**src/rtl/priority_scheduler_if.sv**
```systemverilog
// priority_scheduler_if
// Output handshake between the priority scheduler (master) and its single
// consumer (slave).
//   out_valid_o : master -> slave, out_index_o holds a granted channel
//   out_index_o : master -> slave, granted channel index (plain binary)
//   out_ready_i : slave -> master, consumer takes out_index_o this cycle
// Handshake: a transfer happens on every rising clk edge where out_valid_o
// and out_ready_i are both high. While out_valid_o=1 and out_ready_i=0 the
// master holds out_valid_o and out_index_o stable. out_valid_o never waits
// on out_ready_i, and out_ready_i may be high while out_valid_o is low.
interface priority_scheduler_if #(
  parameter int OUT_WIDTH = 3
);
  logic                 out_valid_o;
  logic [OUT_WIDTH-1:0] out_index_o;
  logic                 out_ready_i;

  modport master (
    output out_valid_o,
    output out_index_o,
    input  out_ready_i
  );

  modport slave (
    input  out_valid_o,
    input  out_index_o,
    output out_ready_i
  );
endinterface

```
**src/rtl/priority_scheduler.sv**
```systemverilog
// priority_scheduler
// Captures per-channel request events into a pending vector and hands one
// pending channel at a time to a shared consumer through a registered
// valid/ready output. Selection is either fixed (highest index wins) or
// round-robin (search downward from a pointer that follows the last grant),
// chosen at runtime by mode_i.
// Ports:
//   clk         : system clock, all state updates on the rising edge
//   rst_n       : synchronous active-low reset
//   req_i       : per-channel request, each high cycle is one event
//   mode_i      : 0 = fixed priority, 1 = round-robin
//   out_if      : output handshake (out_valid_o, out_index_o, out_ready_i)
//   pending_o   : pending vector, excludes the channel held in the output
//   overflow_o  : sticky, a request hit a channel that was already pending
// Handshake on out_if: a grant is consumed on each edge with out_valid_o and
// out_ready_i both high; the output register reloads whenever it is empty
// or being consumed, and is held stable under backpressure.
module priority_scheduler #(
  parameter int INPUTS    = 8,
  parameter int OUT_WIDTH = $clog2(INPUTS)
) (
  input  logic                    clk,
  input  logic                    rst_n,
  input  logic [INPUTS-1:0]       req_i,
  input  logic                    mode_i,
  priority_scheduler_if.master    out_if,
  output logic [INPUTS-1:0]       pending_o,
  output logic                    overflow_o
);

  localparam logic [OUT_WIDTH-1:0] LAST_IDX = OUT_WIDTH'(INPUTS - 1);

  logic [INPUTS-1:0]    pending_q, pending_d;
  logic                 valid_q, valid_d;
  logic [OUT_WIDTH-1:0] index_q, index_d;
  logic [OUT_WIDTH-1:0] ptr_q, ptr_d;
  logic                 overflow_q, overflow_d;

  logic [OUT_WIDTH-1:0] sel_fix;
  logic [OUT_WIDTH-1:0] sel_rr;
  logic [OUT_WIDTH-1:0] sel;
  logic                 load;
  logic                 grant;
  logic [INPUTS-1:0]    clear_mask;

  // Fixed priority: ascending scan, so the last hit is the highest index.
  always_comb begin
    sel_fix = '0;
    for (int i = 0; i < INPUTS; i++) begin
      if (pending_q[i]) sel_fix = OUT_WIDTH'(i);
    end
  end

  // Round-robin: candidate k steps below ptr (wrapping). Scanning k from the
  // far end back toward ptr leaves the nearest pending channel in sel_rr.
  always_comb begin
    int                   idx;
    logic [OUT_WIDTH-1:0] idx_w;
    sel_rr = '0;
    idx    = 0;
    idx_w  = '0;
    for (int k = INPUTS - 1; k >= 0; k--) begin
      idx = int'(ptr_q) - k;
      if (idx < 0) idx = idx + INPUTS;
      idx_w = OUT_WIDTH'(idx);
      if (pending_q[idx_w]) sel_rr = idx_w;
    end
  end

  always_comb begin
    sel        = mode_i ? sel_rr : sel_fix;
    load       = !valid_q || out_if.out_ready_i;
    grant      = load && (pending_q != '0);
    clear_mask = grant ? (INPUTS'(1) << sel) : '0;

    // A request on the channel being cleared re-arms it and is not counted
    // as an overflow.
    pending_d  = (pending_q & ~clear_mask) | req_i;
    overflow_d = overflow_q | (|(req_i & pending_q & ~clear_mask));

    valid_d = valid_q;
    index_d = index_q;
    ptr_d   = ptr_q;
    if (load) begin
      valid_d = grant;
      if (grant) begin
        index_d = sel;
        if (mode_i) ptr_d = (sel == '0) ? LAST_IDX : sel - OUT_WIDTH'(1);
      end
    end
  end

  always_ff @(posedge clk) begin
    if (!rst_n) begin
      pending_q  <= '0;
      valid_q    <= 1'b0;
      index_q    <= '0;
      ptr_q      <= LAST_IDX;
      overflow_q <= 1'b0;
    end else begin
      pending_q  <= pending_d;
      valid_q    <= valid_d;
      index_q    <= index_d;
      ptr_q      <= ptr_d;
      overflow_q <= overflow_d;
    end
  end

  assign out_if.out_valid_o = valid_q;
  assign out_if.out_index_o = index_q;
  assign pending_o          = pending_q;
  assign overflow_o         = overflow_q;

endmodule

```
**src/flat_wrapper.sv**
```systemverilog
// flat-port wrapper written by rule: the top's interface ports become plain ports
module priority_scheduler_flat 
#(
  parameter int INPUTS    = 8,
  parameter int OUT_WIDTH = $clog2(INPUTS)
)
  (clk, rst_n, req_i, mode_i, pending_o, overflow_o, out_if_out_valid_o, out_if_out_index_o, out_if_out_ready_i);
  priority_scheduler_if #(.OUT_WIDTH(OUT_WIDTH)) out_if_i ();
  input  logic clk;
  input  logic rst_n;
  input  logic [INPUTS-1:0] req_i;
  input  logic mode_i;
  output logic [INPUTS-1:0] pending_o;
  output logic overflow_o;
  output wire logic [$bits(out_if_i.out_valid_o)-1:0] out_if_out_valid_o;
  output wire logic [$bits(out_if_i.out_index_o)-1:0] out_if_out_index_o;
  input wire logic [$bits(out_if_i.out_ready_i)-1:0] out_if_out_ready_i;
  assign out_if_out_valid_o = out_if_i.out_valid_o;
  assign out_if_out_index_o = out_if_i.out_index_o;
  assign out_if_i.out_ready_i = out_if_out_ready_i;
  priority_scheduler #(.INPUTS(INPUTS), .OUT_WIDTH(OUT_WIDTH)) u_core (.clk(clk), .rst_n(rst_n), .req_i(req_i), .mode_i(mode_i), .out_if(out_if_i), .pending_o(pending_o), .overflow_o(overflow_o));
endmodule
```
**config.mk**
```make
export PLATFORM = sky130hd
export DESIGN_NAME = priority_scheduler_flat
export DESIGN_NICKNAME = d
export VERILOG_FILES = /design/src/rtl/priority_scheduler_if.sv /design/src/rtl/priority_scheduler.sv /design/src/flat_wrapper.sv
export SDC_FILE = /design/constraint.sdc
export NUM_CORES = 1
export LEC_CHECK = 0
export CAP_MARGIN = 30
export CORE_ASPECT_RATIO = 1.2
export CORE_MARGIN = 2
export CORE_UTILIZATION = 46
export CTS_CLUSTER_DIAMETER = 80
export DETAILED_ROUTE_END_ITERATION = 16
export PLACE_DENSITY = 0.7
export SETUP_SLACK_MARGIN = 0.1
export SLEW_MARGIN = 20
export SYNTH_ARGS = -nofsm -noshare
export SYNTH_HDL_FRONTEND = slang
export SYNTH_SLANG_ARGS = --single-unit
```
**constraint.sdc**
```tcl
create_clock -name clk -period 5.9 [get_ports clk]
set_input_delay 1.18 -clock clk [delete_from_list [all_inputs] [get_ports clk]]
set_output_delay 1.18 -clock clk [all_outputs]
set_load 0.02 [all_outputs]
```
==> results.md <==
- Clock latency on the worst-skew pair, taken at its later pin, is ~0.25 ns.
- The setup total negative slack is 0 ns.
- For the final database, setup skew stands at roughly 0.0031 ns.
- Counting instances, the worst hold path has a depth of 2.
- The transition time at the pin with the least slew margin is about 0.74 ns.
- Setup repair after global routing left no endpoint under its margin.
- The power density over the cells is 318 nW/µm².
- In this run the post-CTS setup repair buffer count came out at 0.
- The path class of the tightest hold or removal check is register to register.
- The max-capacitance violation count is 0.
- At the end of the flow the core is filled with cells to around 56%.
- The nature of the critical path endpoint is a register.
- The layout has 314 filler cells.
- The minimum clock period is 4.83 ns.
- At the worst endpoint, the required time is between 6 and 7 ns.
- Across all hold checks on the routed design, the worst slack comes to approximately 0.5 ns.
- STA classifies the critical path startpoint as a register.
- Counting flops with an async set or reset pin after synthesis yields a share of 0%.
- In this run the worst path has a maximum fanout of 15.
- The maximum number of pins on one net before global-route repair is 20.
- The initialized floorplan defines 23 standard-cell rows.
- The number of failing setup endpoints in the final timing report is 0.
- The antenna cell count is 0.
- The total congestion overflow is 0.
- After clock tree synthesis, the clock-pin slew on the worst setup and hold paths is ~0.06 ns.
- The TritonCTS clock tree is done.
- The total I/O pin count is 25.
- The first routing iteration left 73 violations.
- The critical setup path kind is register to register.
- Compared with the post-synthesis result, the final layout area differs by 15.9%.
- The Yosys step of the flow raised 0 warnings.
- The vias per cell is between 6 and 7.
- The root buffer cell chosen for the clock tree is sky130_fd_sc_hd__clkbuf_8.
- For this configuration, the core starts out at a cell density of between 40% and 50%.
- The TritonCTS buffer count is 3.
- Summing every instance area after synthesis gives approximately 1600 µm².
- Counting distinct cell types in the post-synthesis netlist gives between 40 and 50.
- The tightest slew margin relative to the limit is between 50% and 60%.
- The maximum buffer depth of the clock tree is 2.
- Timing would allow up to 207 MHz.
- The number of endpoints with negative hold slack in the final report is 0.
- The max-slew violation count is 0.
- The die span in y is ~69 µm.
- In this run the horizontal extent of the chip is 58.2 µm.
- In this run the tool buffered the top-level ports with 24 buffer cells.
- After synthesis, flip-flops and latches occupy between 15 and 20% of the total area.
- The final routed wirelength across all metal layers is 4330 µm.
- VDD sags by at most around 0.19 mV.
- Global routing used 22.7% of the available tracks across all layers.
- The synthesized area per cell is approximately 8.3 µm².
- The die covers ~4000 µm².
- The via count of the first global-routing pass is between 1500 and 2000.
- The ratio of cells with drive above 1 in the final layout is 10.1%.
- The global-route wire length before repair is between 7000 and 8000 µm.
- The run finished with clean final reports.
- In the finished design, the share of the clock period the worst path needs comes to between 80% and 90%.
- The per-cell routed wire length is between 15 and 20 µm.
- The first detailed-routing pass took 4 iterations.
- After detailed routing, the number of remaining DRC violations is 0.
- In this run the number of H-tree levels came out at 1.
- The core region is ~3400 µm².
- The initial antenna violation count is 0.
- The sequential standard cell area is ~320 µm².
- The total via count after detailed routing is 1639.
- The top flip-flop cell by instance count after synthesis is sky130_fd_sc_hd__dfxtp_1.
- The worst reg-to-reg path cell count is 14.
- The number of routed nets with antenna violations is 0.
- For this design, the sink count on the clock tree is 16.
- The synthesized design contains 16 register bits.
- The arrival time of the worst setup path is about 5.0 ns.
- The number of flops mapped to enable cells by yosys is 0.
- The number of resized instances in the post-cts repair step is 0.
- After legalization and detailed placement, the total HPWL measured about 3300 µm.
- The number of nets produced by synthesis is between 200 and 250.
- Synthesis produced a netlist whose cell count is just under 200.
- The number of buffers inserted by hold repair at cts is 0.
- The final net count is between 200 and 250.
- For this design the static power due to leakage is 0.777 nW.
- The multi-input combinational cells in the finished layout cover a total of roughly 1200 µm².
- Routability-driven placement finished with a final weighted congestion of approximately 0.93.
## worst max-delay path: stages (launching register included)
cell and delay [ns]:
sky130_fd_sc_hd__dfxtp_1 0.74, sky130_fd_sc_hd__inv_1 0.16, sky130_fd_sc_hd__ha_1 0.51, sky130_fd_sc_hd__mux4_2 0.60, sky130_fd_sc_hd__mux2_2 0.28, sky130_fd_sc_hd__a32o_1 0.29, sky130_fd_sc_hd__a21oi_1 0.17, sky130_fd_sc_hd__nor2_1 0.07
sky130_fd_sc_hd__o31ai_1 0.55, sky130_fd_sc_hd__ha_1 0.34, sky130_fd_sc_hd__nand2_1 0.09, sky130_fd_sc_hd__o31ai_1 0.22, sky130_fd_sc_hd__a21oi_1 0.09, sky130_fd_sc_hd__a32o_1 0.21, sky130_fd_sc_hd__o41a_1 0.41
## layer usage
layer	wire length, µm	track usage, %	up-vias
li1	-	-	770
met1	1760	27.6	797
met2	2270	40.0	61
met3	186	1.88	11
met4	119	9.04	0
met5	0	0	-
## kinds of logic (layout without fill, tap and decap cells)
family,Yosys count,count (layout),share of synthesized area (%)
XOR/XNOR,2,2,1.08
AO/OA/AOI/OAI,72,72,32.1
flip-flops,16,16,19.8
multiplexers,21,21,19.3
AND/OR/NAND/NOR,52,52,15.4
adder cells (fa/ha/maj),7,7,5.41
buffers and inverters,25,38,6.87
## layout make-up
cell class,instances,share of cell area [%]
Sequential cell,16,17.1
Multi-Input combinational cell,154,63.3
Timing Repair Buffer,24,12.8
Tap cell,37,2.47
Inverter,11,2.20
Clock buffer,3,2.20
## cell usage in the layout, fill, tap and decap left out, drive strengths merged, types with 7 or more instances in the layout
master         count
o21a               9
mux2               9
inv               11
clkdlybuf4s50     24
nand2             22
nor2              11
ha                 7
o21ai              7
mux4               7
a21oi             14
dfxtp             16
## stage by stage
step | instance area, µm² | setup WS (ns) | instances | total power, mW
final | 1880 | 1.07 | 245 | 0.598
after global routing | 1880 | 0.678 | 245 | 0.645
after CTS | 1880 | 1.05 | 245 | 0.597
after detailed placement | 1840 | 1.11 | 242 | 0.513
after global placement | 1840 | 1.20 | 242 | 0.509
after floorplan | 1620 | 1.42 | 195 | 0.424
## flip-flops by register name (all words and copies together), names as in the netlist
| name | cells |
|---|---|
| u_core.ptr_q | 3 |
| u_core.pending_o | 8 |
| u_core.out_if.out_index_o | 3 |
| u_core.overflow_o | 1 |
| u_core.out_if.out_valid_o | 1 |
## path summary, 6_finish.rpt
kind	startpoint	to	slack, ns
max reg2reg	u_core.ptr_q[0]	u_core.overflow_o	1.07
min reg2reg	u_core.out_if.out_index_o[1]	u_core.out_if.out_index_o[1]	0.49
min	u_core.out_if.out_index_o[1]	u_core.out_if.out_index_o[1]	0.49
max	u_core.ptr_q[0]	u_core.overflow_o	1.07
## where the power goes
| part | internal, mW | switching (mW) | total (mW) |
|---|---|---|---|
| registers | 0.123 | 0.0330 | 0.156 |
| logic | 0.165 | 0.196 | 0.361 |
| clock network | 0.0453 | 0.0353 | 0.0806 |
| total | 0.333 | 0.265 | 0.598 |
## synth_stat cells (all sizes together), types with 3 or more instances
cell	instances	area (µm²)
a21boi	5	37.5
a21oi	14	73.8
a22oi	4	30.0
buf	4	32.5
clkbuf	10	37.5
dfxtp	16	320
ha	7	87.6
inv	11	41.3
mux2	9	101
mux2i	5	50.1
mux4	7	161
nand2	22	82.6
nand2b	4	32.5
nor2	11	41.3
nor2b	3	18.8
nor3	5	25.0
nor4	3	18.8
o211ai	5	37.5
o21a	9	67.6
o21ai	7	35.0
Power figures use the tool's default switching activity.
